<file path="src/rtl/mont_conv_div.sv">
`default_nettype none
// ============================================================================
//  Module      : mont_conv_div
//  Description : Bit-serial restoring reducer that maps an operand into the
//                Montgomery domain: result = (num_in * 2^len) mod modulus.
//                One quotient bit per clock, fixed latency WIDTH + len cycles,
//                start/busy/done handshake, zero-modulus error flag.
//  Revision    : 1.0  initial parametrised release
// ============================================================================
module mont_conv_div #(
   parameter int WIDTH = 32,
   parameter int LEN_W = 8,
   parameter int CNT_W = 10
) (
   input  logic             clk,
   input  logic             rstn,
   input  logic             start,
   input  logic [LEN_W-1:0] len,
   input  logic [WIDTH-1:0] num_in,
   input  logic [WIDTH-1:0] modulus,
   output logic             busy,
   output logic             done,
   output logic             err,
   output logic [WIDTH-1:0] result
);

   typedef enum logic [0:0] {
      IDLE = 1'b0,
      RUN  = 1'b1
   } state_t;

   state_t           state;
   state_t           state_nxt;

   // Operand bits are fed MSB first out of sh; after the WIDTH operand bits
   // the zero fill supplies the len extra doublings that form the 2^len factor.
   logic [WIDTH-1:0] sh;
   logic [WIDTH-1:0] m;
   logic [WIDTH-1:0] rem;
   logic [CNT_W-1:0] cnt;

   logic [WIDTH:0]   trial;
   logic [WIDTH-1:0] diff_lo;
   logic             fits;
   logic [WIDTH-1:0] rem_nxt;

   logic             accept;
   logic             mod_zero;
   logic             last_step;

   // Handshake qualifiers: a start is only honoured while idle.
   always_comb begin
      accept    = (state == IDLE) && start;
      mod_zero  = (modulus == '0);
      last_step = (state == RUN) && (cnt == CNT_W'(1));
   end

   // One restoring step: shift the next operand bit into the remainder and
   // subtract the modulus if it fits. Because rem < m is invariant, trial is
   // below 2m, so a single conditional subtract is enough and the difference
   // always fits in WIDTH bits (its low WIDTH bits are the exact answer).
   always_comb begin
      trial   = {rem, sh[WIDTH-1]};
      fits    = (trial >= {1'b0, m});
      diff_lo = trial[WIDTH-1:0] - m;
      rem_nxt = fits ? diff_lo : trial[WIDTH-1:0];
   end

   // State register.
   always_ff @(posedge clk or negedge rstn) begin
      if (!rstn) begin
         state <= IDLE;
      end else begin
         state <= state_nxt;
      end
   end

   // Next-state logic: a zero modulus completes inside IDLE without running.
   always_comb begin
      state_nxt = state;
      case (state)
         IDLE: begin
            if (accept && !mod_zero) begin
               state_nxt = RUN;
            end
         end
         RUN: begin
            if (last_step) begin
               state_nxt = IDLE;
            end
         end
         default: begin
            state_nxt = IDLE;
         end
      endcase
   end

   // Datapath and handshake outputs: operands are captured only at the
   // accepting edge so later input changes cannot disturb a run in flight.
   always_ff @(posedge clk or negedge rstn) begin
      if (!rstn) begin
         sh     <= '0;
         m      <= '0;
         rem    <= '0;
         cnt    <= '0;
         busy   <= 1'b0;
         done   <= 1'b0;
         err    <= 1'b0;
         result <= '0;
      end else begin
         done <= 1'b0;
         if (accept) begin
            sh  <= num_in;
            m   <= modulus;
            rem <= '0;
            cnt <= CNT_W'(WIDTH) + CNT_W'(len);
            err <= mod_zero;
            if (mod_zero) begin
               done   <= 1'b1;
               result <= '0;
            end else begin
               busy <= 1'b1;
            end
         end else if (state == RUN) begin
            sh  <= {sh[WIDTH-2:0], 1'b0};
            rem <= rem_nxt;
            cnt <= cnt - CNT_W'(1);
            if (last_step) begin
               result <= rem_nxt;
               done   <= 1'b1;
               busy   <= 1'b0;
            end
         end
      end
   end

endmodule
`default_nettype wire

</file>
<file path="config.mk">
export PLATFORM = sky130hd
export DESIGN_NAME = mont_conv_div
export DESIGN_NICKNAME = d
export VERILOG_FILES = /design/src/rtl/mont_conv_div.sv
export SDC_FILE = /design/constraint.sdc
export NUM_CORES = 1
export LEC_CHECK = 0
export ABC_AREA = 1
export CORE_ASPECT_RATIO = 1.2
export CORE_MARGIN = 4
export CORE_UTILIZATION = 55
export CTS_CLUSTER_SIZE = 28
export DETAILED_ROUTE_END_ITERATION = 10
export GPL_ROUTABILITY_DRIVEN = 0
export PLACE_DENSITY = 0.91
export SYNTH_ARGS = -nofsm -noshare
export SYNTH_HDL_FRONTEND = slang
export SYNTH_SLANG_ARGS = --single-unit
</file>
<file path="constraint.sdc">
create_clock -name clk -period 5.2 [get_ports clk]
set_input_delay 0.78 -clock clk [delete_from_list [all_inputs] [get_ports clk]]
set_output_delay 0.78 -clock clk [all_outputs]
set_load 0.02 [all_outputs]
</file>
# Yosys cells after proc, flatten, opt, wreduce, memory -nomap -nowiden
# Index checks and enable logic that the tools add are counted.
# word_totals
ff_bits	142
latch_bits	0
mem_bits_rw	0
rom_bits	0
inputBits	75
output_inout_bits	35
word_cells	48
mem_count	0
# classes
add_sub_neg	3
mul	0
div_mod_pow	0
n_lt_le_gt_ge	1
eq_ne	3
n_shift	0
muxes	22
bitwise_logic	1
n_reduce_logical	9
# op_table
cell	n
two-way mux 32 bit	9
greater-or-equal comparator 33 x 32 -> 1 bit	1
zero test 32 bit	1
subtractor 32 bit	1
two-way mux 10 bit	2
== test 10 x 1 -> 1 bit, second input constant	1
two-way mux 1 bit	10
subtractor 10 x 1 -> 10 bit, second input constant	1
adder 6 x 8 -> 9 bit, first input constant	1
AND reduction 3 bit	2
nonzero test 2 bit	2
logical AND 1 bit	3
!= test 2 x 1 -> 1 bit, second input constant	1
!= test 2 bit, second input constant	1
one-hot mux 1 bit (2 select lines)	1
zero test 1 bit	1
NOT 1 bit	1

# Logic depth before layout (Yosys ltp)
# Gate-level depths: netlist of run 1.
# logic_depth
depth_word	5
mapped_depth	17
mapped_depth_nobuf	16

# Worst setup path after synthesis of run 1
# Ideal clock, no wire load.
# synth_timing
kind	reg2reg
from	reg rem[7]
to	reg result[4]
setup_ns	0.119
t_arrival_ns	1.880
required_time_ns	5.081
path_slack_ns	3.201
stages_incl_launch_ff	15
n_path_buf	2
synth_period_minus_slack_ns	1.999
cell_sequence	dfrtp_1 -> ha_1 -> nand2_1 -> nor2_1 -> nand2_1 -> nor2_1 -> nand3_1 -> nand3_1 -> nor2_2 -> nand2_2 -> buf_6 -> buf_8 -> nand2_2 -> nand4_1 -> nand2_1
# synth_via
elab_chain_len	5
# synth_rtl
element	line	text
start, declared	39	logic [WIDTH-1:0] rem;
start signal, assigned	126	rem <= rem_nxt;
greater-or-equal comparator 33 x 32 -> 1 bit	64	fits = (trial >= {1'b0, m});
two-way mux 32 bit	66	rem_nxt = fits ? diff_lo : trial[WIDTH-1:0];
two-way mux 32 bit	128	if (last_step) begin
two-way mux 32 bit	124	end else if (state == RUN) begin
two-way mux 32 bit	112	if (accept) begin
end signal, assigned	129	result <= rem_nxt;
end, declared	24	output logic [WIDTH-1:0] result
# Every way passes these cells. The select of a mux whose other input is x is not followed.
# A chain may end at the register's enable or synchronous reset.

# Worst setup path in the final report of run 1
# layout_timing
from	reg state
to	reg result[21]
# layout_via
elab_chain_len	4
elab_cells_between_ends	8
classes_between	1 x eq/ne; 1 x mux; 1 x bitwise; 5 x reduce/logical
# layout_rtl
element	line	text
start, declared	32	state_t state;
start signal, assigned	74	state <= state_nxt;
NOT 1 bit	-	
logical AND 1 bit	53	accept = (state == IDLE) && start;
!= test 2 x 1 -> 1 bit (no line) or nonzero test 2 bit (tied branches)	-	
AND reduction 3 bit (no line)	-	
# Parallel ways exist; a longest one is shown, timed or not.

==> results of run 1 <==
-- critical path, stage by stage, from the launching register on --
cell and delay [ps]:
dfrtp_1 760, nand3_1 250, nor2_1 70, buf_4 160, inv_1 740, nand2_1 930
nand4_1 350, nand2_1 110
-- cells by family (layout without fill, tap and decap cells) --
logic type	after synthesis	count (layout)	synth area share
adder cells (fa/ha/maj)	36	36	0.0508
XOR/XNOR	20	20	0.0194
flip-flops	142	142	0.394
buffers and inverters	236	336	0.105
AND/OR/NAND/NOR	760	760	0.366
AO/OA/AOI/OAI	95	95	0.0642
-- state kept, by name, indices dropped and copies added (netlist names) --
signal and cells:
result 32, rem 32, sh 32, busy 1, state 1, done 1
err 1, cnt 10, m 32
-- worst paths after layout --
check	start	end	slack, ps	depth (start not counted)
worst max register to register	state	result[21]	1670	7
max in group asynchronous	rstn	result[31]	3610	2
min in group clk	cnt[9]	cnt[9]	490	1
worst min-delay path	rstn	m[24]	440	1
worst max-delay path	state	result[21]	1670	7
worst min register to register	cnt[9]	cnt[9]	490	1
-- metrics by stage --
stage / cells / total power (uW) / util
after floorplan: 1289 / 3120 / -
after global placement: 1569 / 3610 / 0.632
after global routing: 1601 / 5410 / 0.670
final: 1601 / 5050 / 0.670
after CTS: 1601 / 4980 / 0.670
after detailed placement: 1569 / 3660 / 0.632
-- cell usage in the layout (no fill, tap or decap) --
master / Yosys / final
dfrtp_1: 142 / 142
clkinvlp_4: 0 / 3
nand3_2: 1 / 1
ha_1: 35 / 35
a211oi_1: 1 / 1
nand4_1: 43 / 43
nand2_1: 487 / 487
o21bai_1: 1 / 1
clkinv_2: 0 / 2
nand3b_1: 27 / 27
nor2_1: 53 / 51
nor2_2: 2 / 2
bufinv_16: 0 / 3
inv_1: 184 / 184
nor4_2: 1 / 1
nand2_2: 16 / 16
fa_1: 1 / 1
xor2_1: 5 / 5
nor2_4: 0 / 2
nand3_1: 103 / 103
nor4_1: 4 / 4
clkdlybuf4s50_1: 0 / 108
clkinv_4: 0 / 3
inv_6: 0 / 4
o221ai_1: 11 / 11
and2_1: 9 / 9
xnor2_1: 15 / 15
nor3_1: 12 / 12
or2_2: 1 / 1
nor3b_1: 1 / 1
buf_4: 0 / 8
inv_2: 3 / 3
o21ai_0: 39 / 39
buf_6: 6 / 1
a21oi_1: 20 / 20
clkbuf_16: 0 / 17
o211ai_1: 23 / 23
-- cells in the mapped netlist (16+ instances only) --
cell / count
nand3_1: 103
nand2_2: 16
o21ai_0: 39
ha_1: 35
nor2_1: 53
a21oi_1: 20
nand3b_1: 27
o211ai_1: 23
nand4_1: 43
inv_1: 184
dfrtp_1: 142
clkbuf_1: 31
nand2_1: 487
-- cell type report --
type                       count  area, sq um  share of cell area
clock buffer                  17          425              0.0393
clock inverter                15          184              0.0170
inverter                     187          702              0.0649
multi-input combinational    911         4530               0.419
sequential                   142         3550               0.329
tap                          212          265              0.0245
timing repair buffer         117         1150               0.107
-- routing by layer --
metal	wire length, um	vias up	GRT usage
met5	0	-	0
li1	-	4280	-
met2	12000	524	0.463
met4	1130	0	0.122
met1	10000	4093	0.357
met3	2450	95	0.0568
-- report_power, final --
group	switching [uW]	internal (uW)
Clock	515	760
Combinational	1540	817
Sequential	154	1260
Total	2210	2840
==> qor.yml, run 1 <==
run_status:
  outcome: "finished clean"
cts:
  clk_path_buf_depth: 2
  cts_root_buffer: "clkbuf_16"
  cts_resized: 0
  clk_pin_slew_ps: 60
  tritoncts: "yes"
  ctsHoldBuffers: 0
  cts_buffers: 17
  htree_num_levels: 4
  clock_latency_ps: 430
  cts_sinks: 142
  post_cts_buffers: 0
synth:
  netlist-cell-type-count: 32
  synth_edf_count: 0
  synth_seq_cells: 142
  async_reset_ff_frac: 1.00
  avgSynthCellArea_sq_um: 7.00
  ys_top_cells_by_area: "dfrtp_1 (39%), nand2_1 (20%), inv_1 (7.7%)"
  syn-num-nets: 1400
  yosysTopAreaCellShare: 0.394
  syn-cell-area_sq_mm: 0.00902
  synthCells: 1289
  ys.flop_type: "dfrtp_1"
  synth-seq-area-share: 0.394
  ys_warn_count: 0
  synth_area_leader_cell: "dfrtp_1"
timing:
  layout_setup_ws_ps: 1670
  finalCritPeriodShare: 0.678
  fin_tns_setup_ps: 0
  skew_ps: 9.04
  whs_ps: 444
  timing.fmax_ghz: 0.284
  hold_violations: 0
  fin_crit_ps: 3530
  rsz0062_at_grt: "false"
  worstMarginPinSlew_ps: 1100
  slew_viol_final: 0
  finalSetupViolCount: 0
  slew_headroom: 0.267
route:
  wl_um: 25500
  avgRoutedWirePerCell_um: 16.0
  num_vias: 8992
  via_per_inst: 5.62
  drt_iter0_markers: 836
  antenna_left: 0
  first_pass_iters: 7
  drc_errors: 0
grt:
  grt_pass1_vias: 8798
  grt_max_degree: 111
  antenna_found_initial: 0
  overflow: 0
  grt.total_usage: 0.279
  grt_pass1_wl_um: 42500
job:
  cap_violations: 0
cells_and_area:
  fin_area_sq_mm: 0.0108
  area_growth_pct: 19.9
  drive_gt1_frac: 0.0482
  fill_cells: 1242
  final_nets: 1487
  diodes: 0
worst_setup_path:
  crit_path_end_kind: "register"
  crit_type: "reg -> reg"
  critPathMaxFanout: 33
  start_kind: "register"
  crit_arrival_ps: 3820
  cp.required_ps: 5500
floorplanning:
  die_area_sq_mm: 0.0185
  fp.coreArea_sq_mm: 0.0161
  io_pins: 110
  std_cell_rows: 51
  dieWidth_um: 125
  die_h_um: 148
  start_util: 0.559
power:
  power.density_mw_per_mm2: 467
  peakVddDrop_mv: 0.205
  leakage_uw: 0.00557
placement:
  place_area_sq_mm: 0.0102
  io_buffers: 109
  dp_slack_ps: 1510
  dp.final_hpwl_um: 18000
worst_hold_path:
  hold_path.class: "in -> async"
(Power assumes the default switching activity.)
==> run 2: changes to the inputs <==
Clock period 5.2 ns to 3.4 ns, I/O delays scaled along.
==> qor.yml, run 2 (synthesized netlist as in run 1, its figures left out) <==
run_status:
  outcome: "finished clean"
cells_and_area:
  drive_gt1_frac: 0.0530
  fill_cells: 1213
  diodes: 0
  ff_latch_area_sq_mm: 0.00355
  area_growth_pct: 21.5
  fin_area_sq_mm: 0.0110
  multi_input_area_sq_mm: 0.00453
  final_cell_mix: "nand2_1 (487), inv_1 (184), dfrtp_1 (142)"
  final_common_cell: "nand2_1"
  final_nets: 1494
placement:
  place_area_sq_mm: 0.0103
  dp.final_hpwl_um: 18800
  io_buffers: 109
worst_setup_path:
  crit_path_end_kind: "register"
  critPathMaxFanout: 15
  cp_num_buf_inv: 2
  start_kind: "register"
  cpPeakStageDelay_ps: 410
  cp_cell_sequence: "ha_1 > inv_1 > nor2_1 > nand2_1 > nor4_2 > nand2_2 > nand2_2 > buf_4 > nand2_1 > nand3_1 > o21ai_0"
  cp.required_ps: 3690
  r2r_start: "rem[30]"
  crit_start: "rem[30]"
  crit_type: "reg -> reg"
  crit_arrival_ps: 2960
  path_delay_family: "simple AND/OR/NAND/NOR gates"
  cp_slowest_cell: "dfrtp_1"
cts:
  clk_pin_slew_ps: 60
  tritoncts: "yes"
  cts_buffers: 17
  ctsHoldBuffers: 0
  clock_latency_ps: 440
  cts_resized: 0
  cts_sinks: 142
  clk_path_buf_depth: 2
  htree_num_levels: 4
  cts_root_buffer: "clkbuf_16"
  post_cts_buffers: 0
floorplanning:
  dieWidth_um: 125
  die_h_um: 148
  die_area_sq_mm: 0.0185
  start_util: 0.559
  fp.coreArea_sq_mm: 0.0161
  io_pins: 110
  std_cell_rows: 51
timing:
  hold_violations: 0
  slew_headroom: 0.451
  fin_tns_setup_ps: 0
  finalSetupViolCount: 0
  timing.fmax_ghz: 0.375
  skew_ps: 12.7
  rsz0062_at_grt: "false"
  whs_ps: 112
  slew_viol_final: 0
  finalCritPeriodShare: 0.784
  fin_crit_ps: 2670
  worstMarginPinSlew_ps: 823
grt:
  antenna_found_initial: 0
  overflow: 0
  grt_pass1_vias: 8972
  grt_max_degree: 77
  grt_pass1_wl_um: 44200
  grt.total_usage: 0.294
route:
  first_pass_iters: 6
  drt_iter0_markers: 1230
  avgRoutedWirePerCell_um: 16.9
  antenna_left: 0
  via_per_inst: 5.71
  drc_errors: 0
  wl_um: 27100
  num_vias: 9187
worst_hold_path:
  hold_path.class: "in -> async"
power:
  power.density_mw_per_mm2: 738
  finalPower_uw: 8080
  leakage_uw: 0.00564
  peakVddDrop_mv: 0.340
job:
  cap_violations: 0
## run 2: cell count changes in the layout (fill, tap and decap cells not counted)
cell and delta:
bufinv_16 +3, clkbuf_8 +1, buf_12 +1, buf_4 +6
clkinv_4 -2, clkinv_2 -2, inv_6 +2, clkinvlp_4 -2
## run 2: metal layers
| metal | share of wire | track usage | wire length, um | vias up |
|---|---|---|---|---|
| met2 | 0.46 | 0.472 | 12600 | 596 |
| met5 | 0 | 0 | 0 | - |
| li1 | - | - | - | 4283 |
| met4 | 0.051 | 0.150 | 1390 | 0 |
| met3 | 0.11 | 0.0772 | 2930 | 132 |
| met1 | 0.38 | 0.369 | 10200 | 4176 |
## run 2: layout make-up
cell class                      instances  area share
Clock buffer                           18      0.0401
Clock inverter                         14      0.0227
Inverter                              187      0.0641
Multi-Input combinational cell        911       0.414
Sequential cell                       142       0.324
Tap cell                              212      0.0242
Timing Repair Buffer                  124       0.111
## run 2: stage by stage
stage	worst slack [ps]	util	instances
6_report	734	0.679	1608
5_1_grt	643	0.679	1608
4_1_cts	807	0.679	1608
3_5_place_dp	634	0.636	1576
3_3_place_gp	717	0.636	1576
2_1_floorplan	1400	-	1289
## run 2: where the power goes
group | leakage, uW | switching (uW) | internal [uW]
Clock | 0.000333 | 800 | 1410
Sequential | 0.00175 | 222 | 1930
Combinational | 0.00356 | 2460 | 1260
Total | 0.00564 | 3480 | 4610
## run 2: final timing paths
kind	end	slack, ps	cells after the start
min	m[29]	110	1
min reg2reg	err	480	2
max	rem[24]	730	11
max reg2reg	rem[24]	730	11
max in group asynchronous	sh[17]	2480	2
min in group clk	err	480	2
